`config.mk`:
```
export PLATFORM = sky130hd
export DESIGN_NAME = pipelined_shifter
export DESIGN_NICKNAME = d
export VERILOG_FILES = /design/src/rtl/shifter_pkg.sv /design/src/rtl/shift_level.sv /design/src/rtl/pipelined_shifter.sv
export SDC_FILE = /design/constraint.sdc
export NUM_CORES = 1
export LEC_CHECK = 0
export ABC_CLOCK_PERIOD_IN_PS = 2000
export BUFFER_PORTS_ARGS = -buffer_cell sky130_fd_sc_hd__clkbuf_2
export CAP_MARGIN = 20
export CORE_MARGIN = 2
export CORE_UTILIZATION = 30
export DETAILED_ROUTE_END_ITERATION = 8
export GPL_ROUTABILITY_DRIVEN = 0
export GPL_TIMING_DRIVEN = 0
export RECOVER_POWER = 50
export SYNTH_ARGS = -nofsm -noshare
export SYNTH_HDL_FRONTEND = slang
export SYNTH_SLANG_ARGS = --single-unit
```
`constraint.sdc`:
```
create_clock -name clk -period 2 [get_ports clk]
set_input_delay 0.2 -clock clk [delete_from_list [all_inputs] [get_ports clk]]
set_output_delay 0.2 -clock clk [all_outputs]
set_load 0.01 [all_outputs]
```
`src/rtl/shifter_pkg.sv`:
```
// Shared definitions for the pipelined barrel shifter: op codes and the
// mapping of barrel levels onto pipeline stages.
package shifter_pkg;

  typedef logic [2:0] shift_op_t;

  localparam shift_op_t SH_SRL = 3'b000;
  localparam shift_op_t SH_SLL = 3'b001;
  localparam shift_op_t SH_SRA = 3'b010;
  localparam shift_op_t SH_ROR = 3'b011;
  localparam shift_op_t SH_ROL = 3'b100;

  // Stage that computes barrel level 'level' when 'levels' levels are spread
  // over 'stages' register stages.
  function automatic int stage_of(input int level, input int stages, input int levels);
    return (level * stages) / levels;
  endfunction

  // Highest level index that still lands in 'stage'.
  function automatic int last_level_of(input int stage, input int stages, input int levels);
    return ((stage + 1) * levels + stages - 1) / stages - 1;
  endfunction

endpackage

```
`src/rtl/shift_level.sv`:
```
// One combinational barrel level: shifts or rotates by a fixed 2**LEVEL
// positions when enabled, otherwise passes the data through.
module shift_level
  import shifter_pkg::*;
#(
  parameter int XLEN  = 32,
  parameter int LEVEL = 0
) (
  input  logic [XLEN-1:0] data,
  input  logic [2:0]      op,
  input  logic            enable,
  output logic [XLEN-1:0] result
);

  localparam int DIST = 1 << LEVEL;

  always_comb begin
    result = data;
    if (enable) begin
      case (op)
        SH_SRL:  result = data >> DIST;
        SH_SLL:  result = data << DIST;
        SH_SRA:  result = $unsigned($signed(data) >>> DIST);
        SH_ROR:  result = (data >> DIST) | (data << (XLEN - DIST));
        SH_ROL:  result = (data << DIST) | (data >> (XLEN - DIST));
        default: result = data;
      endcase
    end
  end

endmodule

```
`src/rtl/pipelined_shifter.sv`:
```
// Pipelined barrel shifter: log2(XLEN) barrel levels split across STAGES
// register stages with a global-stall valid/ready handshake and flush.
module pipelined_shifter
  import shifter_pkg::*;
#(
  parameter int XLEN   = 32,
  parameter int STAGES = 2,
  parameter int TAG_W  = 5
) (
  input  logic                    clk,
  input  logic                    rst_n,
  input  logic                    in_valid,
  output logic                    in_ready,
  input  logic [2:0]              in_op,
  input  logic [XLEN-1:0]         in_a,
  input  logic [$clog2(XLEN)-1:0] in_shamt,
  input  logic [TAG_W-1:0]        in_tag,
  input  logic                    flush,
  output logic                    out_valid,
  input  logic                    out_ready,
  output logic [XLEN-1:0]         out_data,
  output logic [TAG_W-1:0]        out_tag
);

  localparam int SHW = $clog2(XLEN);

  logic [XLEN-1:0]  stage_data  [STAGES];
  logic [SHW-1:0]   stage_shamt [STAGES];
  shift_op_t        stage_op    [STAGES];
  logic [TAG_W-1:0] stage_tag   [STAGES];
  logic [STAGES-1:0] stage_valid;

  logic [XLEN-1:0] stage_next [STAGES];
  logic [XLEN-1:0] level_out  [SHW];
  logic            advance;
  logic            unused_ctrl;

  assign out_valid = stage_valid[STAGES-1];
  assign out_data  = stage_data[STAGES-1];
  assign out_tag   = stage_tag[STAGES-1];
  assign advance   = !out_valid || out_ready;
  assign in_ready  = advance && !flush;

  // Each level reads the previous level in its own stage, or the register
  // of the preceding stage (the raw inputs for stage 0) when it opens a stage.
  for (genvar i = 0; i < SHW; i++) begin : g_level
    localparam int S     = stage_of(i, STAGES, SHW);
    localparam bit FIRST = (i == 0) || (stage_of(i - 1, STAGES, SHW) != S);

    logic [XLEN-1:0] lvl_in;
    logic [2:0]      lvl_op;
    logic            lvl_en;

    if (S == 0) begin : g_ctrl_in
      assign lvl_op = in_op;
      assign lvl_en = in_shamt[i];
    end else begin : g_ctrl_reg
      assign lvl_op = stage_op[S-1];
      assign lvl_en = stage_shamt[S-1][i];
    end

    if (i == 0) begin : g_data_in
      assign lvl_in = in_a;
    end else if (FIRST) begin : g_data_reg
      assign lvl_in = stage_data[S-1];
    end else begin : g_data_chain
      assign lvl_in = level_out[i-1];
    end

    shift_level #(
      .XLEN  (XLEN),
      .LEVEL (i)
    ) u_level (
      .data   (lvl_in),
      .op     (lvl_op),
      .enable (lvl_en),
      .result (level_out[i])
    );
  end

  for (genvar s = 0; s < STAGES; s++) begin : g_stage_next
    assign stage_next[s] = level_out[last_level_of(s, STAGES, SHW)];
  end

  // Flush wins over advance and stall; data registers only load behind a
  // valid slot so the output holds the last result while idle.
  always_ff @(posedge clk or negedge rst_n) begin
    if (!rst_n) begin
      stage_valid <= '0;
      for (int s = 0; s < STAGES; s++) begin
        stage_data[s]  <= '0;
        stage_shamt[s] <= '0;
        stage_op[s]    <= '0;
        stage_tag[s]   <= '0;
      end
    end else begin
      if (flush) begin
        stage_valid <= '0;
      end else if (advance) begin
        stage_valid[0] <= in_valid;
        for (int s = 1; s < STAGES; s++) begin
          stage_valid[s] <= stage_valid[s-1];
        end
      end

      if (advance && in_valid && !flush) begin
        stage_data[0]  <= stage_next[0];
        stage_shamt[0] <= in_shamt;
        stage_op[0]    <= in_op;
        stage_tag[0]   <= in_tag;
      end
      for (int s = 1; s < STAGES; s++) begin
        if (advance && stage_valid[s-1]) begin
          stage_data[s]  <= stage_next[s];
          stage_shamt[s] <= stage_shamt[s-1];
          stage_op[s]    <= stage_op[s-1];
          stage_tag[s]   <= stage_tag[s-1];
        end
      end
    end
  end

  // Later stages consume only some shamt bits, and the last stage none.
  always_comb begin
    unused_ctrl = 1'b0;
    for (int s = 0; s < STAGES; s++) begin
      unused_ctrl = unused_ctrl ^ (^stage_shamt[s]) ^ (^stage_op[s]);
    end
  end

endmodule

```
==> run metrics <==
syn nets=948; initial core utilization=30.60%; total grt overflow=0; placed cell area=7497 µm²; Setup crit end kind=flip-flop; CTS tree=yes; global-route wire length before repair=43610 µm; largest net degree at the start of global routing=45; row count=54; unrepaired setup endpoints after global routing=yes; VDD IR max=470.7 µV; CTS root buffer=clkbuf_16; vias per inst=6.297; Tmin final=2013 ps; Slew HR=33.83%; Primary FF master, synth=dfrtp_1; number of CTS-inserted buffers=9; Tightest Pin Transition=992.5 ps; area taken by multi-input logic gates=4846 µm²; Initial DRC Count=1177; violated checks=setup timing; HPWL Detailed=21280 µm; overall routing resource usage=23.54%; Mapped Cells=898; Finished Core Util=38.69%; most frequent cells in the layout=132 x nor2_1, 90 x nand2_1, 79 x dfrtp_1; nets=1046; routed len/inst=22.60 µm; HP Class=input port to flip-flop; initial antenna violation count=0; mapped cell area=6699 µm²; number of remaining DRC errors=0; CP Max Fanout=10; final setup vio count=2; worst-skew pair later-pin latency=350 ps; required time worst endpoint=2210 ps; Final WS setup=-13.20 ps; crit-path max cell delay=550 ps; clk buf depth=2; I/O Pins=89; diode count=0; Leak Pwr=3.324 nW; Syn. warnings=0; # port buffers=85; worst-path cell chain=buf_4 > nor2b_1 > buf_2 > nor2_2 > clkbuf_1 > a211o_1 > o21ai_0; most common cell after layout, fill and taps aside=nor2_1; CP startpoint kind=input port; FF+latch count, synth=81; Power Density=841.0 nW/µm²; maximum clock frequency=496.7 MHz; max-slew violation count=0; Final Cycle Share=100.7%; Final Instance Area=8471 µm²; Setup CP Type=input port to flip-flop; P&R area growth vs syn=26.45%; Hold Path Stages=3; register area=2029 µm²; placed insts=1264; HP Start=in_shamt[3]; Core Area=21890 µm²; CTS H-tree depth=3; slowest CP cell=clkbuf_1; final std cells w/o fill=1281; asr flop ratio synth=100.0%; vias in the first global route=7307; Setup crit start=in_op[0]; drt pass-1 iters=8; Reg clk slew, reported paths=60 ps; Yosys cell types=66; Max-Cap Viols=0; outcome=finished with violations; die area=23540 µm²; EDFF count, synth=0; final clock skew=9.170 ps; sequential area share after synthesis=30.26%; final hold vios=0; ANT nets after route=0; Avg Inst Size Synth=7.460 µm²; Arr. time, crit path=2230 ps; CTS Sinks=81; share of layout cells above drive strength 1=24.88%; Total Wirelength=28960 µm; Filler Cell Count=2328; via count=8066; Worst R2R Start=stage_valid[1]; Reg2Reg Depth=7; die height=153.4 µm; Die W=153.4 µm
-- where the power goes --
group | total, W | switching (W) | leakage [nW] | internal (W)
logic | 0.00297 | 0.00185 | 2.23 | 0.00112
registers | 0.00249 | 0.000434 | 0.943 | 0.00206
clock network | 0.00166 | 0.000687 | 0.150 | 0.000976
-- cell type report --
type | instances | area share (%)
multi-input cells | 727 | 57.21
plain buffers | 75 | 5.155
clock buffers | 9 | 2.659
repair buffers | 95 | 5.598
well taps | 280 | 4.136
clock inverters | 7 | 0.9306
flip-flops and latches | 81 | 23.96
inverters | 7 | 0.3545
-- state kept, by name (all words and copies together), names as in the netlist --
| name | cells |
|---|---|
| stage_valid | 2 |
| g_level.lvl_in | 32 |
| g_level.lvl_en | 2 |
| stage_tag | 5 |
| out_tag | 5 |
| out_data | 32 |
| g_level.lvl_op | 3 |
-- worst paths after layout --
path	endpoint	slack (ps)
worst max-delay path	g_level[3].lvl_in[27]	-10
worst min-delay path	g_level[3].lvl_en	40
worst max register to register	g_level[3].lvl_in[15]	20
worst min register to register	stage_tag[6]	470
max in group asynchronous	g_level[3].lvl_in[21]	690
min in group asynchronous	out_tag[0]	550
-- per-layer routing --
layer  GRT usage, %  vias to the layer above  wire, µm
met2          34.18                      673     12090
met5              0                        -         0
met1          32.71                     3675     11820
met3          5.926                      138      3630
li1               -                     3580         -
met4          11.05                        0      1424
-- what timing repair did --
item | 4_1_cts | 5_1_grt
resized for setup | 82 | 108
hold buffers | 1 | 0
setup endpoints to repair | 74 | 62
pin swaps | 0 | 11
setup buffers | 0 | 8
hold endpoints to repair | 37 | 0
-- synthesized netlist by cell type, types with 5 or more instances --
library cell / number / area [µm²]
o221ai_1: 10 / 87.58
and2_1: 7 / 43.79
nand2b_1: 12 / 75.07
a211oi_1: 23 / 172.7
a31oi_1: 13 / 81.33
or3_1: 11 / 68.82
nor3_1: 22 / 110.1
nor2b_1: 20 / 125.1
clkbuf_1: 53 / 198.9
o2bb2ai_1: 5 / 43.79
a21oi_1: 74 / 370.4
and3_1: 5 / 31.28
buf_4: 6 / 45.04
o22ai_1: 29 / 181.4
dfrtp_1: 81 / 2027
inv_1: 6 / 22.52
nor2_1: 140 / 525.5
o21a_1: 7 / 52.55
mux2_2: 8 / 90.09
buf_2: 19 / 95.09
mux2i_1: 18 / 180.2
a221oi_1: 26 / 227.7
nand3_1: 21 / 105.1
o211ai_1: 14 / 105.1
a2bb2oi_1: 8 / 70.07
a22oi_1: 29 / 217.7
o21ai_0: 63 / 315.3
nand2_1: 93 / 349.1
-- critical path: cells and delay by family --
| kind | cells | cell delay (ps) |
|---|---|---|
| compound gates | 2 | 480 |
| buf+inv | 3 | 900 |
| simple gates | 2 | 640 |
-- kinds of logic after synthesis --
kind of cell | Yosys count | synth area share [%]
flip-flops | 81 | 30.26
buffers and inverters | 90 | 5.846
XOR/XNOR | 2 | 0.3736
AO/OA/AOI/OAI | 350 | 36.07
multiplexers | 26 | 4.034
AND/OR/NAND/NOR | 349 | 23.42
-- metrics by stage --
stage / setup TNS, ps / worst slack, ps / hold WS [ps] / total power (W)
after floorplan: 0 / 5.319 / -95.59 / 0.004064
after detailed placement: -30500 / -628.8 / 246.1 / 0.005120
after global placement: -37710 / -634.8 / 399.7 / 0.005085
final: -18.06 / -13.20 / 42.80 / 0.007124
after CTS: -14.28 / -8.496 / 32.26 / 0.006899
after global routing: -308.6 / -51.47 / 45.80 / 0.007503
(Power assumes the default switching activity.)
